$ cat config.mk
export PLATFORM = sky130hd
export DESIGN_NAME = std_reg_write_initiator
export DESIGN_NICKNAME = d
export VERILOG_FILES = /design/src/rtl/std_reg_ctrl_pkg.sv /design/src/rtl/std_reg_write_initiator.sv
export SDC_FILE = /design/constraint.sdc
export NUM_CORES = 1
export LEC_CHECK = 0
export ABC_AREA = 1
export CORE_MARGIN = 1.5
export CORE_UTILIZATION = 45
export CTS_CLUSTER_SIZE = 28
export DETAILED_ROUTE_END_ITERATION = 16
export PLACE_DENSITY = 0.77
export SYNTH_ARGS = -nofsm -noshare
export SYNTH_HDL_FRONTEND = slang
export SYNTH_SLANG_ARGS = --single-unit
$ cat constraint.sdc
create_clock -name clk -period 2 [get_ports clk]
set_clock_uncertainty 0.15 [all_clocks]
set_input_delay 0.6 -clock clk [delete_from_list [all_inputs] [get_ports clk]]
set_output_delay 0.6 -clock clk [all_outputs]
set_load 0.02 [all_outputs]
$ cat src/rtl/std_reg_ctrl_pkg.sv
// Shared definitions for the register-write handshake controllers:
// the initiator state encoding and its default watchdog length.
package std_reg_ctrl_pkg;

    localparam int STATE_W         = 2;
    localparam int DEFAULT_TIMEOUT = 8;

    typedef enum logic [STATE_W-1:0] {
        IDLE  = 2'd0,
        ISSUE = 2'd1,
        ERR   = 2'd2
    } state_t;

    // Width of a counter that must reach limit-1; never narrower than one bit.
    function automatic int waitWidth(input int limit);
        return (limit <= 2) ? 1 : $clog2(limit);
    endfunction

endpackage

$ cat src/rtl/std_reg_write_initiator.sv
// Initiator end of the write_en/done register-write handshake.
// Takes one request at a time from a valid/ready source, holds write_en and
// the data on a downstream register until it answers with done, counts
// completed writes and parks in an error state if done never arrives.
module std_reg_write_initiator
    import std_reg_ctrl_pkg::*;
#(
    parameter int WIDTH   = 3,
    parameter int TIMEOUT = DEFAULT_TIMEOUT,
    parameter int CNT_W   = 8
) (
    input  logic             clk,
    input  logic             reset,
    input  logic             req_valid,
    input  logic [WIDTH-1:0] req_data,
    output logic             req_ready,
    output logic [WIDTH-1:0] reg_in,
    output logic             reg_write_en,
    input  logic             reg_done,
    input  logic             clear_err,
    output logic             busy,
    output logic             err_timeout,
    output logic [CNT_W-1:0] writes_done
);

    localparam int                WAIT_W    = waitWidth(TIMEOUT);
    localparam logic [WAIT_W-1:0] WAIT_LAST = WAIT_W'(TIMEOUT - 1);

    state_t             state_q, state_d;
    logic [WIDTH-1:0]   data_q, data_d;
    logic [WAIT_W-1:0]  wait_q, wait_d;
    logic [CNT_W-1:0]   cnt_q, cnt_d;
    logic               live_q;

    // State, latched data and counters; everything returns to idle on reset.
    always_ff @(posedge clk or posedge reset) begin
        if (reset) begin
            state_q <= IDLE;
            data_q  <= '0;
            wait_q  <= '0;
            cnt_q   <= '0;
        end else begin
            state_q <= state_d;
            data_q  <= data_d;
            wait_q  <= wait_d;
            cnt_q   <= cnt_d;
        end
    end

    // Holds ready low while in reset and rises on the first clock after release.
    always_ff @(posedge clk or posedge reset) begin
        if (reset) begin
            live_q <= 1'b0;
        end else begin
            live_q <= 1'b1;
        end
    end

    // Next-state logic: a done in the first ISSUE cycle is a leftover from the
    // previous write and is ignored; a valid done beats the watchdog.
    always_comb begin
        state_d = state_q;
        data_d  = data_q;
        wait_d  = wait_q;
        cnt_d   = cnt_q;
        case (state_q)
            IDLE: begin
                if (req_valid) begin
                    data_d  = req_data;
                    wait_d  = '0;
                    state_d = ISSUE;
                end
            end
            ISSUE: begin
                if (reg_done && (wait_q != '0)) begin
                    cnt_d   = cnt_q + CNT_W'(1);
                    state_d = IDLE;
                end else if (wait_q == WAIT_LAST) begin
                    state_d = ERR;
                end else begin
                    wait_d = wait_q + WAIT_W'(1);
                end
            end
            ERR: begin
                if (clear_err) begin
                    state_d = IDLE;
                end
            end
            default: begin
                state_d = IDLE;
            end
        endcase
    end

    assign req_ready    = live_q && (state_q == IDLE);
    assign reg_write_en = (state_q == ISSUE);
    assign busy         = (state_q == ISSUE);
    assign err_timeout  = (state_q == ERR);
    assign reg_in       = data_q;
    assign writes_done  = cnt_q;

endmodule

# --- Word-level counts from Yosys, hierarchy flattened ---
# Cells that the tools add are included.
op_classes:
  add_sub_neg: 2
  n_eq_ne: 8
  muxes: 9
  n_reduce_logical: 9
ops:
  columns: ["operator", "count"]
  rows:
  - ["3-bit two-way mux", 3]
  - ["8-bit by 1-bit adder with 8-bit output (second input constant)", 1]
  - ["2-bit two-way mux", 4]
  - ["2-bit != test (second input constant)", 4]
  - ["2-bit one-hot mux with 3 select lines", 1]
  - ["3-bit one-hot mux with 2 select lines", 1]
  - ["2-bit AND reduction", 2]
  - ["4-bit AND reduction", 1]
  - ["3-bit by 1-bit adder with 3-bit output (second input constant)", 1]
  - ["3-bit == test (second input constant)", 1]
  - ["3-bit by 1-bit != test with 1-bit output (second input constant)", 1]
  - ["3-bit AND reduction", 1]
  - ["3-bit nonzero test", 1]
  - ["2-bit by 1-bit == test with 1-bit output (second input constant)", 1]
  - ["2-bit == test (second input constant)", 1]
  - ["1-bit logical AND", 2]
  - ["2-bit logical NOT", 1]
  - ["2-bit nonzero test", 1]
totals:
  reg_bits: 17
  input_bits: 8
  out_inout_bits: 15
  elab_cells: 33

# --- Depth between registers and ports, before layout ---
# Gate-level depths: netlist of run 1.
depth:
  word_depth: 4
  ltp_mapped: 8
  ltp_nobuf: 8

# --- Least setup slack after synthesis of run 1 ---
# Ideal clock, no wire load.
synth_timing:
  path_kind: "reg2out"
  from: "register state_q[0]"
  to: "output port req_ready"
  t_arrival_ns: 0.959
  t_required_ns: 1.250
  path_slack_ns: 0.291
  stages_incl_launch_ff: 2
  path_cell_list: "dfrtp_1 > nor3b_1"
synth_via:
  elab_chain_len: 2
synth_lines:
  columns: ["element", "line", "text"]
  rows:
  - ["start, declared", "std_reg_write_initiator.sv:29", "state_t state_q, state_d;"]
  - ["start signal, assigned", "std_reg_write_initiator.sv:43", "state_q <= state_d;"]
  - ["2-bit logical NOT", "std_reg_write_initiator.sv:95", "assign req_ready = live_q && (state_q == IDLE);"]
  - ["1-bit logical AND", "std_reg_write_initiator.sv:95", null]
  - ["end, declared", "std_reg_write_initiator.sv:16", "output logic req_ready,"]
# No other way between the ends.

# --- Worst setup path after layout of run 1 ---
layout_timing:
  from: "register state_q[1]"
  to: "output port reg_write_en"
layout_via:
  elab_chain_len: 1
layout_lines:
  columns: ["element", "line", "text"]
  rows:
  - ["2-bit by 1-bit == test with 1-bit output", "std_reg_write_initiator.sv:96", "assign reg_write_en = (state_q == ISSUE);"]
  - ["end, declared", "std_reg_write_initiator.sv:18", "output logic reg_write_en,"]
# No other way between the ends.

==> run metrics, run 1 <==
status finished clean; clock sink count 17; Final period util 0.9503; Post-synth EDFFs 0; diode count 0; GRT overflow 0; Crit Reg-Reg Startpoint wait_q[0]; cells after synthesis ~120; layout cells sized above 1 0.1544; fin cells 176; Nets ~160; Bufs on Longest Clock Path 2; Startpoint Class register; Core ar. around 2000 sq um; final hold vios 0; cell count after placement roughly 170; first-pass GRT wire length between 3 and 4 mm; CP startpoint state_q[1]; most frequent cell after synthesis nand2_1; minimum clock period ~1900 ps; Synth top area share 0.4427; initial antenna violation count 0; area grow syn2layout 30.21%; cell taking the most area after synthesis dfrtp_1; vias per inst around 4.7; register area share after synthesis 0.4427; Crit. End Element primary output; drt total wl between 1.5 and 2 mm; worst r2r path cells 6; die height roughly 49 um; Static Leak ~0.68 nW; Starting Density 0.4848; pwr/cell area 1234 nW/um^2; register-to-register path setup slack between 400 and 500 ps; clock slew at reported path FFs about 100 ps; yosys synthesis warning count 0; # fillers 170; Root Driver clkbuf_4; Die Wd ~49 um; setup_tns 0 ps; area of placed instances roughly 1200 sq um; die area about 2400 sq um; Synth Cell Area ~960 sq um; Critical Path RT 1250 ps; Crit path arrival time between 1000 and 1500 ps; first-pass iteration count of the detailed router 4; 1st-iter DRT viols 14; Hold Path Class register to register; DP Wirelength around 1.4 mm; clk_lat worst skew 290 ps; Core Util, Final 0.6313; CTS buffer count 3; R2R Path End writes_done[2]; critical path type register to primary output; syn_nets 131; number of global-route vias before repair roughly 800; CP endpoint reg_write_en; Max Freq ~0.53 GHz; dominant synthesized flop cell dfrtp_1; Post-synth top cells 50 x nand2_1, 17 x dfrtp_1, 13 x inv_1; critical-path maximum fanout 3; Async S/R FF share, synth 1.000; Syn Area/Cell 8.075 sq um; top cells by area, synth dfrtp_1 44%, nand2_1 20%, ha_1 5.2%; Slew Viols, Final 0; Yosys cell types 20; max-cap violation count 0; Port Buffers 22; largest net degree at the start of global routing 18; Min Hold Slack 324.5 ps; # setup viols final 0; RSZ-0062 raised after global routing no; Worst IR Drop VDD around 0.8 mV; CTS tree built; H-Tree Depth 1; detailed-route DRC error count 0; Routed Antenna Nets 0; WL/cell 10.53 um; # IOs 23; GPL Wtd Cong approximately 0.79; number of synthesized register bits 17; design area approximately 1300 sq um; via count around 830; row count 16; Post-CTS Setup Bufs 0; Tot GR Track Use 0.1751
-- sequential cells by signal, indices dropped and copies added (netlist names) --
register,cells
writes_done,8
reg_in,3
wait_q,3
state_q,2
live_q,1
-- layout make-up --
cell class	instances	area, sq um	share of cell area
multi-input combinational	87	470.5	0.3760
clock buffer	4	26.28	0.02100
inverter	14	57.56	0.04600
tap	27	33.78	0.02700
timing repair buffer	27	236.5	0.1890
sequential	17	426.7	0.3410
-- metrics by stage --
stage               power (W)  setup slack [ps]
finish               0.001545             99.37
global route         0.001665             44.20
CTS                  0.001568             1.294
detailed placement   0.001428           -0.3727
global placement     0.001407             37.60
floorplan            0.001084             290.5
-- worst min-delay path by stage --
stage / startpoint / to / slack, ps / cells after the start
after floorplan: wait_q[1] / wait_q[1] / 320 / 2
after global placement: reg_in[2] / reg_in[2] / 300 / 2
after detailed placement: reg_in[2] / reg_in[2] / 310 / 2
after CTS: reg_in[2] / reg_in[2] / 330 / 2
after global routing: reg_in[2] / reg_in[2] / 350 / 2
final: reg_in[2] / reg_in[2] / 320 / 2
-- timing repair --
| item | CTS | global route |
|---|---|---|
| endpoints found under the hold margin | 0 | 0 |
| gates resized for setup | 24 | 4 |
| endpoints found under the setup margin | 15 | 3 |
| hold buffers | 0 | 0 |
-- cells by family after synthesis --
kind of cell | after synthesis | share of synthesized area
flops | 17 | 0.4427
compound gates | 3 | 0.02995
fa+ha+maj | 4 | 0.05209
xor+xnor | 2 | 0.02605
buf+inv | 15 | 0.06772
other cells | 1 | 0.003903
simple gates | 77 | 0.3776
-- worst max-delay path, stage by stage, from the launching register on --
cell and delay [ps]:
dfrtp_1 420, inv_2 90, nand2_4 60, clkinv_4 50, clkdlybuf4s15_2 250
-- cells in the final DEF, fill, tap and decap left out --
cell / n
nand2_1: 50
nand2_4: 3
conb_1: 1
xor2_2: 1
inv_1: 12
xnor2_1: 1
buf_2: 2
inv_2: 1
buf_4: 5
o21ai_4: 1
nand2_2: 1
a21boi_1: 1
dfrtp_2: 1
clkdlybuf4s50_1: 7
clkinv_4: 1
clkdlybuf4s15_2: 2
nor2_1: 7
nor3b_1: 1
nor2_8: 1
nor2_2: 1
nand3b_1: 4
o21ai_1: 1
ha_1: 4
nand3_1: 9
dlygate4sd2_1: 11
clkbuf_1: 1
clkbuf_4: 3
dfrtp_1: 16
-- power by group --
part	switching [W]	total (W)	leakage [nW]	internal [W]
logic	0.000491	0.000826	0.441	0.000335
clock network	0.000108	0.000185	0.0150	0.0000776
registers	0.0000871	0.000533	0.219	0.000446
total	0.000685	0.00154	0.675	0.000859
-- metal layers --
| layer | share of wire | vias up | GRT usage |
|---|---|---|---|
| met5 | 0 | - | 0 |
| met4 | 0.018 | 0 | 0.07143 |
| met3 | 0.025 | 5 | 0.01840 |
| met2 | 0.48 | 19 | 0.2973 |
| met1 | 0.47 | 382 | 0.2266 |
| li1 | - | 423 | - |
(Power assumes the default switching activity.)
==> inputs of run 2 (changes only) <==
Settings changed: CORE_ASPECT_RATIO set to 0.7.
==> run 2 against run 1 <==
  * Non-clock buffer count increased by 2
  * Largest power group unchanged
  * Core utilization grew 1.4 points
  * Via count is 3.0% lower
  * The run now ends with design-rule violations left
  * Clock-buffer cell count unchanged
  * Critical path depth did not move
  * Sequential cell count stayed put
  * Wire length rose by 3.6%
  * Final cell count is 1.7% lower
  * Register-to-register slack lost 50 ps
==> run metrics, run 2 (synthesized netlist as in run 1, its figures left out) <==
Startpoint Class register (unchanged); Core ar. 1936 sq um (was 1982 sq um); clock slew at reported path FFs 100 ps (about the same); RSZ-0062 raised after global routing no (unchanged); Slew Viols, Final 0 (unchanged); # fillers 167 (was 170); GPL Wtd Cong 0.8640 (was 0.7897); Min Hold Slack 325.8 ps (was 324.5 ps); Static Leak 0.6906 nW (was 0.6752 nW); area of placed instances 1246 sq um (was 1245 sq um); area grow syn2layout 30.08% (was 30.21%); 1st-iter DRT viols 22 (was 14); final hold vios 0 (unchanged); die height 41.66 um (was 49.21 um); Final period util 0.9427 (was 0.9503); cell count after placement 168 (was 172); first-pass GRT wire length 3.456 mm (was 3.332 mm); drt total wl 1.920 mm (was 1.854 mm); Max Freq 0.5304 GHz (was 0.5261 GHz); status complete, but fails checks (was finished clean); Nets 164 (was 162); Routed Antenna Nets 0 (unchanged); Core Util, Final 0.6458 (was 0.6313); Crit. End Element primary output (unchanged); via count 804 (was 829); worst r2r path cells 6 (unchanged); diode count 0 (unchanged); Worst IR Drop VDD 0.8321 mV (was 0.8111 mV); Bufs on Longest Clock Path 2 (unchanged); initial antenna violation count 0 (unchanged); vias per inst 4.647 (was 4.710); commonest non-fill, non-tap cells in the layout 50 x nand2_1, 17 x dfrtp_1, 13 x inv_1 (was 50 x nand2_1, 16 x dfrtp_1, 12 x inv_1); critical path type register to primary output (unchanged); DP Wirelength 1.521 mm (was 1.397 mm); # IOs 23 (unchanged); # setup viols final 0 (unchanged); final setup margin 114.6 ps (was 99.37 ps); max-cap violation count 0 (unchanged); CTS tree built (unchanged); die area 2426 sq um (was 2422 sq um); Root Driver clkbuf_4 (unchanged); hold path depth 2 (unchanged); number of global-route vias before repair 768 (was 799); largest net degree at the start of global routing 18 (unchanged); detailed-route DRC error count 1 (was 0); critical-path maximum fanout 4 (was 3); design area 1250 sq um (was 1251 sq um); Die Wd 58.23 um (was 49.21 um); fin cells 173 (was 176); pwr/cell area 1243 nW/um^2 (was 1234 nW/um^2); cts hold-fix bufs 0 (unchanged); first-pass iteration count of the detailed router 11 (was 4); violated checks design-rule violations; clk_lat worst skew 290 ps (about the same); Tot GR Track Use 0.1883 (was 0.1751); row count 13 (was 16); WL/cell 11.10 um (was 10.53 um); Critical Path RT 1250 ps (about the same); Crit path arrival time 1140 ps (was 1150 ps); CTS buffer count 3 (unchanged); Largest register FFs 8 (unchanged); Hold Path Class register to register (unchanged); clock sink count 17 (unchanged); H-Tree Depth 1 (unchanged); layout cells sized above 1 0.1523 (was 0.1544); Starting Density 0.4964 (was 0.4848); pre-CTS setup slack 7.149 ps (was -0.3727 ps); Port Buffers 22 (unchanged); commonest non-fill, non-tap cell in the layout nand2_1 (unchanged); minimum clock period 1885 ps (was 1901 ps); GRT overflow 0 (unchanged)
[run 2: cell types whose count changed in the layout (fill, tap and decap cells not counted)]
cell / delta
buf_2: +2
buf_4: +2
clkdlybuf4s15_2: -2
dfrtp_1: +1
dfrtp_2: -1
dlygate4sd2_1: -1
dlymetal6s2s_1: +1
inv_1: +1
inv_2: -1
[run 2: report_power, final]
group	internal [W]	switching, W
combinational	0.000341	0.000505
sequential	0.000444	0.0000813
clock	0.0000775	0.000105
total	0.000863	0.000691
[run 2: path summary, 6_finish.rpt]
kind | startpoint | end | slack [ps]
min reg2reg | reg_in[0] | reg_in[0] | 330
max | state_q[0] | reg_write_en | 110
max in group asynchronous | reset | writes_done[5] | 1060
min | reg_in[0] | reg_in[0] | 330
min in group asynchronous | reset | state_q[0] | 460
max reg2reg | wait_q[0] | writes_done[2] | 440
[run 2: cell type report]
| cell class | instances | area [sq um] | area share |
|---|---|---|---|
| Inverter | 14 | 57.56 | 0.04605 |
| Multi-Input combinational cell | 87 | 470.5 | 0.3764 |
| Tap cell | 22 | 27.53 | 0.02202 |
| Sequential cell | 17 | 425.4 | 0.3403 |
| Clock buffer | 4 | 26.28 | 0.02102 |
| Timing Repair Buffer | 29 | 242.7 | 0.1942 |
[run 2: through the flow]
stage / TNS (ps) / total power [W]
floorplan: 0 / 0.001084
global placement: -8.224 / 0.001411
detailed placement: 0 / 0.001439
CTS: 0 / 0.001592
global route: 0 / 0.001680
finish: 0 / 0.001554
[run 2: critical path, cell delays in order, from the launching register on]
cell      delay [ps]
dfrtp_1          420
buf_4            150
nand2_4           80
clkinv_4          50
buf_2            150
[run 2: timing repair]
item	4_1_cts	5_1_grt
gates resized for setup	23	5
buffers inserted	1	0
endpoints found under the hold margin	0	0
endpoints found under the setup margin	14	5
[run 2: layer usage]
metal,vias to the layer above,global-route usage,share of wire
met3,2,0.05919,0.053
met1,352,0.2727,0.49
li1,428,-,-
met4,0,0.03256,0.0078
met5,-,0,0
met2,22,0.2795,0.44
